===== src/rtl/instruction_encoder.sv =====
// instruction_encoder
// Sequential RV32I encoder, the inverse of the core's instruction decoder.
// Each accepted request carries an abstract operation, register numbers and
// an immediate. The block emits the matching 32-bit instruction word on a
// valid/ready stream. The LI pseudo-op may expand into LUI followed by ADDI.
// An illegal operation or immediate is accepted, emits nothing, and raises
// err_illegal for one cycle.
//
// Ports:
//   clk, rst_n          rising-edge clock, synchronous active-low reset
//   in_valid/in_ready   request handshake (in_ready depends on out_ready)
//   in_op               operation select (0..37 legal, 38..63 illegal)
//   in_rd/rs1/rs2       register numbers
//   in_imm              immediate, two's complement
//   out_valid/out_ready output word handshake
//   out_instr           encoded instruction word (registered)
//   out_last            word is the final word of its request
//   err_illegal         one-cycle pulse after a rejected request
//   busy                a word is being presented
module instruction_encoder (
  input  logic        clk,
  input  logic        rst_n,
  input  logic        in_valid,
  output logic        in_ready,
  input  logic [5:0]  in_op,
  input  logic [4:0]  in_rd,
  input  logic [4:0]  in_rs1,
  input  logic [4:0]  in_rs2,
  input  logic [31:0] in_imm,
  output logic        out_valid,
  input  logic        out_ready,
  output logic [31:0] out_instr,
  output logic        out_last,
  output logic        err_illegal,
  output logic        busy
);

  typedef enum logic [1:0] {S_IDLE, S_WORD, S_HI} state_t;
  typedef enum logic [2:0] {F_R, F_I, F_SH, F_S, F_B, F_U, F_J, F_LI} fmt_t;

  localparam logic [6:0] OPC_OP     = 7'b0110011;
  localparam logic [6:0] OPC_IMM    = 7'b0010011;
  localparam logic [6:0] OPC_LOAD   = 7'b0000011;
  localparam logic [6:0] OPC_STORE  = 7'b0100011;
  localparam logic [6:0] OPC_BRANCH = 7'b1100011;
  localparam logic [6:0] OPC_LUI    = 7'b0110111;
  localparam logic [6:0] OPC_AUIPC  = 7'b0010111;
  localparam logic [6:0] OPC_JAL    = 7'b1101111;
  localparam logic [6:0] OPC_JALR   = 7'b1100111;

  state_t      state, state_next;
  logic [31:0] instr_q, instr_next;
  logic [31:0] pend_q, pend_next;
  logic        err_next;

  fmt_t        fmt;
  logic [6:0]  opc;
  logic [2:0]  f3;
  logic        alt;
  logic        op_ok;
  logic        imm_ok;
  logic        two_word;
  logic [31:0] word0, word1;
  logic        accept;

  // Immediate range tests: a value fits N signed bits when every bit above
  // the sign position equals the sign bit.
  logic        fits12, fits13, fits21, lo_zero;
  logic [19:0] li_hi;

  assign fits12  = (&in_imm[31:11]) | ~(|in_imm[31:11]);
  assign fits13  = (&in_imm[31:12]) | ~(|in_imm[31:12]);
  assign fits21  = (&in_imm[31:20]) | ~(|in_imm[31:20]);
  assign lo_zero = ~(|in_imm[11:0]);
  // Upper part of LI compensates for ADDI sign-extending the low 12 bits;
  // adding 0x800 only carries into bit 12 when bit 11 is set.
  assign li_hi   = in_imm[31:12] + {19'd0, in_imm[11]};

  // Operation decode: format class, major opcode and funct3.
  always_comb begin
    fmt   = F_R;
    opc   = OPC_OP;
    alt   = 1'b0;
    op_ok = 1'b1;
    case (in_op) inside
      [6'd0:6'd9]:   begin fmt = F_R;  opc = OPC_OP;     end
      [6'd10:6'd15]: begin fmt = F_I;  opc = OPC_IMM;    end
      [6'd16:6'd18]: begin fmt = F_SH; opc = OPC_IMM;    end
      [6'd19:6'd23]: begin fmt = F_I;  opc = OPC_LOAD;   end
      [6'd24:6'd26]: begin fmt = F_S;  opc = OPC_STORE;  end
      [6'd27:6'd32]: begin fmt = F_B;  opc = OPC_BRANCH; end
      6'd33:         begin fmt = F_U;  opc = OPC_LUI;    end
      6'd34:         begin fmt = F_U;  opc = OPC_AUIPC;  end
      6'd35:         begin fmt = F_J;  opc = OPC_JAL;    end
      6'd36:         begin fmt = F_I;  opc = OPC_JALR;   end
      6'd37:         begin fmt = F_LI; opc = OPC_IMM;    end
      default:       op_ok = 1'b0;
    endcase
    // SUB, SRA and SRAI carry the alternate-function bit (instr[30]).
    if (in_op == 6'd1 || in_op == 6'd7 || in_op == 6'd18) alt = 1'b1;
    case (in_op)
      6'd2, 6'd11, 6'd31:                    f3 = 3'd6;
      6'd3, 6'd12, 6'd32:                    f3 = 3'd7;
      6'd4, 6'd13, 6'd22, 6'd29:             f3 = 3'd4;
      6'd5, 6'd16, 6'd20, 6'd25, 6'd28:      f3 = 3'd1;
      6'd6, 6'd7, 6'd17, 6'd18, 6'd23, 6'd30: f3 = 3'd5;
      6'd8, 6'd14, 6'd21, 6'd26:             f3 = 3'd2;
      6'd9, 6'd15:                           f3 = 3'd3;
      default:                               f3 = 3'd0;
    endcase
  end

  // Word assembly per format. Register fields a format lacks simply never
  // appear in its bit layout, which masks them.
  always_comb begin
    word0    = '0;
    word1    = '0;
    two_word = 1'b0;
    imm_ok   = 1'b1;
    case (fmt)
      F_R:  word0 = {1'b0, alt, 5'd0, in_rs2, in_rs1, f3, in_rd, opc};
      F_I: begin
        imm_ok = fits12;
        word0  = {in_imm[11:0], in_rs1, f3, in_rd, opc};
      end
      F_SH: begin
        imm_ok = ~(|in_imm[31:5]);
        word0  = {1'b0, alt, 5'd0, in_imm[4:0], in_rs1, f3, in_rd, opc};
      end
      F_S: begin
        imm_ok = fits12;
        word0  = {in_imm[11:5], in_rs2, in_rs1, f3, in_imm[4:0], opc};
      end
      F_B: begin
        imm_ok = fits13 & ~in_imm[0];
        word0  = {in_imm[12], in_imm[10:5], in_rs2, in_rs1, f3,
                  in_imm[4:1], in_imm[11], opc};
      end
      F_U: begin
        imm_ok = lo_zero;
        word0  = {in_imm[31:12], in_rd, opc};
      end
      F_J: begin
        imm_ok = fits21 & ~in_imm[0];
        word0  = {in_imm[20], in_imm[10:1], in_imm[11], in_imm[19:12], in_rd, opc};
      end
      F_LI: begin
        if (fits12) begin
          word0 = {in_imm[11:0], 5'd0, 3'd0, in_rd, OPC_IMM};
        end else if (lo_zero) begin
          word0 = {in_imm[31:12], in_rd, OPC_LUI};
        end else begin
          two_word = 1'b1;
          word0    = {li_hi, in_rd, OPC_LUI};
          word1    = {in_imm[11:0], in_rd, 3'd0, in_rd, OPC_IMM};
        end
      end
      default: imm_ok = 1'b0;
    endcase
  end

  // Next-state logic. A legal accept always overrides the drain transition,
  // which is what lets back-to-back single words stream at one per cycle.
  always_comb begin
    in_ready   = (state == S_IDLE) || (state == S_WORD && out_ready);
    accept     = in_valid && in_ready;
    state_next = state;
    instr_next = instr_q;
    pend_next  = pend_q;
    err_next   = accept && !(op_ok && imm_ok);
    case (state)
      S_IDLE: state_next = S_IDLE;
      S_WORD: if (out_ready) state_next = S_IDLE;
      S_HI: begin
        if (out_ready) begin
          state_next = S_WORD;
          instr_next = pend_q;
        end
      end
      default: state_next = S_IDLE;
    endcase
    if (accept && op_ok && imm_ok) begin
      state_next = two_word ? S_HI : S_WORD;
      instr_next = word0;
      pend_next  = word1;
    end
  end

  always_ff @(posedge clk) begin
    if (!rst_n) begin
      state       <= S_IDLE;
      instr_q     <= '0;
      pend_q      <= '0;
      err_illegal <= 1'b0;
    end else begin
      state       <= state_next;
      instr_q     <= instr_next;
      pend_q      <= pend_next;
      err_illegal <= err_next;
    end
  end

  assign out_valid = (state != S_IDLE);
  assign out_last  = (state == S_WORD);
  assign busy      = (state != S_IDLE);
  assign out_instr = instr_q;

endmodule

===== config.mk =====
export PLATFORM = sky130hd
export DESIGN_NAME = instruction_encoder
export DESIGN_NICKNAME = d
export VERILOG_FILES = /design/src/rtl/instruction_encoder.sv
export SDC_FILE = /design/constraint.sdc
export NUM_CORES = 1
export LEC_CHECK = 0
export CORE_MARGIN = 2
export CORE_UTILIZATION = 35
export CTS_BUF_LIST = sky130_fd_sc_hd__clkbuf_16
export DETAILED_ROUTE_END_ITERATION = 16
export PLACE_DENSITY = 0.62
export SYNTH_ARGS = -nofsm -noshare
export SYNTH_HDL_FRONTEND = slang
export SYNTH_SLANG_ARGS = --single-unit
export TNS_END_PERCENT = 5

===== constraint.sdc =====
create_clock -name clk -period 4 [get_ports clk]
set_clock_uncertainty 0.05 [all_clocks]
set_input_delay 0.8 -clock clk [delete_from_list [all_inputs] [get_ports clk]]
set_output_delay 0.8 -clock clk [all_outputs]
set_load 0.02 [all_outputs]

==> out/results.txt <==
global placement routability congestion - 0.9834
buffers from clock root to sink, at most - 2
HPWL after DPL - 12,030 um
critical path type - in -> reg
Hold Startpoint - pend_q[16]
Antenna Nets Post-Route - 0
crit-path max FO - 8
TritonRoute pass-1 iters - 5
crit end category - register
Min Clock Period, post-route - 3768 ps
largest net degree at the start of global routing - 45
# IOs - 94
Least-Margin Pin Slew - 755.8 ps
peak supply drop - 0.0001528 V
Cell variety after synth - 75
# rows - 40
Slowest-stage cell, CP - clkdlybuf4s50_1
final setup fails - 0
Worst setup SP type - input port
cts hold-fix bufs - 0
Leakage - 2.279 nW
Initial DRC Count - 443
YS warnings - 0
share of layout cells above drive strength 1 - 0.1633
TritonCTS Buffers - 5
CTS tree - yes
pwr dens - 265.8 mW/mm2
H-tree depth - 2
critical path, cell by cell - clkdlybuf4s50_1 -> inv_1 -> ha_1 -> and3b_1 -> a22o_1 -> a31oi_2 -> a21boi_1 -> a21oi_1 -> buf_4 -> a2111oi_0 -> a311oi_1
drc violations - 0
number of max-cap violations - 0
Post-Syn Nets - 621
critical path's top delay family - compound AO/OA/AOI/OAI gates
Final #Nets - 753
Fmax - 0.2654 GHz
Synth area leader - dfxtp_1
All-Layer GR Usage - 0.2353
Levels on crit path - 11
Register-to-Register Path Depth - 6
initial antenna violation count - 0
Seq/Total Area, Yosys - 0.2478
RSZ-0062 raised after global routing - no
antenna cells - 0
Buffers & Inverters on Critical Path - 3
Hold WC Path Type - reg -> reg
CP peak stage delay - 550 ps
max_slew headroom - 0.4946
Worst EP required - 4110 ps
most common cell after layout, fill and taps aside - clkdlybuf4s50_1
Die X - 113.6 um
Final Cell Area - 0.005896 mm2
number of global-route vias before repair - 4,661
die height - 113.6 um
top cell type's share of synthesized area - 0.2478
Worst Path Arrival - 3880 ps
r2r setup slk - 2060 ps
Non-Filler Instances - 833
Post-Place Cells - 825
hold path cells - 2
Total Power - 1.567 mW
WL/cell - 18.79 um
Sink Count - 52
RR Startpoint - state[1]
core area - 0.01186 mm2
clock transition at the registers of the reported paths - 70 ps
Port-buffer cells - 93
status - complete, no violations
crit path from - in_op[1]
fraction of registers with async set/reset - 0
top cells by area, synth - dfxtp_1 25%, nand2_1 5.1%, o21ai_0 4.8%
later-pin clock latency in the skew report - 290 ps
DR vias/cell - 6.037
Max Slew Vio Count - 0
final hold vios - 0
WL final - 15,650 um
vias - 5,029
Mapped Cells - 553
Die Area - 0.01289 mm2
EDFF count, synth - 0
Remaining Overflow, GRT - 0
Final Cycle Share - 0.9420
global-route wire length before repair - 24,690 um
CTS root buf - clkbuf_16
Mapped Area - 0.004200 mm2
most frequent cells in the layout - 93 x clkdlybuf4s50_1, 74 x buf_4, 56 x nand2_1, 52 x dfxtp_1, 40 x o21ai_0
placed inst area - 0.005715 mm2
dominant synthesized flop cell - dfxtp_1
Syn Area/Cell - 7.595 um2
Yosys reg bits - 52
Starting Density - 0.3541
Layout area overhead - 40.36%
## repair_timing
item / CTS / global route
resized for setup: 0 / 6
setup endpoints to repair: 0 / 10
setup buffers: 0 / 0
## worst reg2reg max path, cell delays in order, from the launching register on
cell and delay (ps):
dfxtp_1 420, nand3b_1 560, buf_4 450, nand2_1 90, nand2_1 50, a21oi_1 120, a311oi_1 60
## metal layers
layer | share of wire | vias to the layer above | track usage
met5 | 0 | - | 0
met4 | 0.019 | 0 | 0.05610
met3 | 0.079 | 22 | 0.03135
met2 | 0.46 | 253 | 0.3836
met1 | 0.44 | 2365 | 0.3311
li1 | - | 2389 | -
## final cells by class
class                   count  area (um2)
clock buffers               5       125.1
flip-flops and latches     52        1041
inverters                  17       63.81
clock inverters             3       26.28
fillers                  1153        5966
multi-input cells         439        2909
well taps                 147       183.9
repair buffers            170        1546
## where the power goes
| group | internal, mW | leakage [nW] | switching (mW) |
|---|---|---|---|
| sequential | 0.545 | 0.422 | 0.0165 |
| clock | 0.237 | 0.0744 | 0.205 |
| combinational | 0.263 | 1.78 | 0.300 |
| total | 1.05 | 2.28 | 0.521 |
## synthesized netlist by cell type, drive strengths merged (4+ instances only)
master / count
a211oi: 8
a21oi: 41
a221o: 6
a221oi: 7
a311oi: 14
a31oi: 7
and2: 10
and3: 8
buf: 20
clkbuf: 25
dfxtp: 52
ha: 11
inv: 16
mux2: 4
mux2i: 13
nand2: 57
nand3: 13
nand3b: 5
nand4: 24
nor2: 37
nor2b: 5
nor3: 18
nor3b: 7
nor4: 17
o211a: 6
o211ai: 6
o21a: 6
o21ai: 47
o311a: 7
o32ai: 5
or2: 4
## through the flow
stage          setup slack [ps]  utilization  TNS (ps)  hold WS [ps]
2_1_floorplan             713.0            -         0         399.0
6_report                  232.1       0.4970         0         428.0
4_1_cts                   100.5       0.4946         0         426.6
5_1_grt                   20.66       0.4970         0         449.3
3_3_place_gp             -111.8       0.4819    -247.3         409.0
3_5_place_dp             -167.0       0.4819     -1003         415.7
## sequential cells by signal (all words and copies together), names as in the netlist
name	flops
out_instr	31
pend_q	18
state	2
err_illegal	1
## path summary, 6_finish.rpt
check / endpoint
min reg2reg: pend_q[16]
max: out_instr[7]
min: pend_q[16]
max reg2reg: out_instr[15]
## logic make-up (layout without fill, tap and decap cells)
kind of cell	count (synthesis)	in the layout	synth area share
AND/OR/NAND/NOR	222	222	0.2890
AO/OA/AOI/OAI	185	185	0.3140
buffers and inverters	62	195	0.06643
flip-flops	52	52	0.2478
multiplexers	17	17	0.04170
adder cells (fa/ha/maj)	11	11	0.03277
XOR/XNOR	4	4	0.008342
Note: power is estimated with default switching activity, not from simulation.
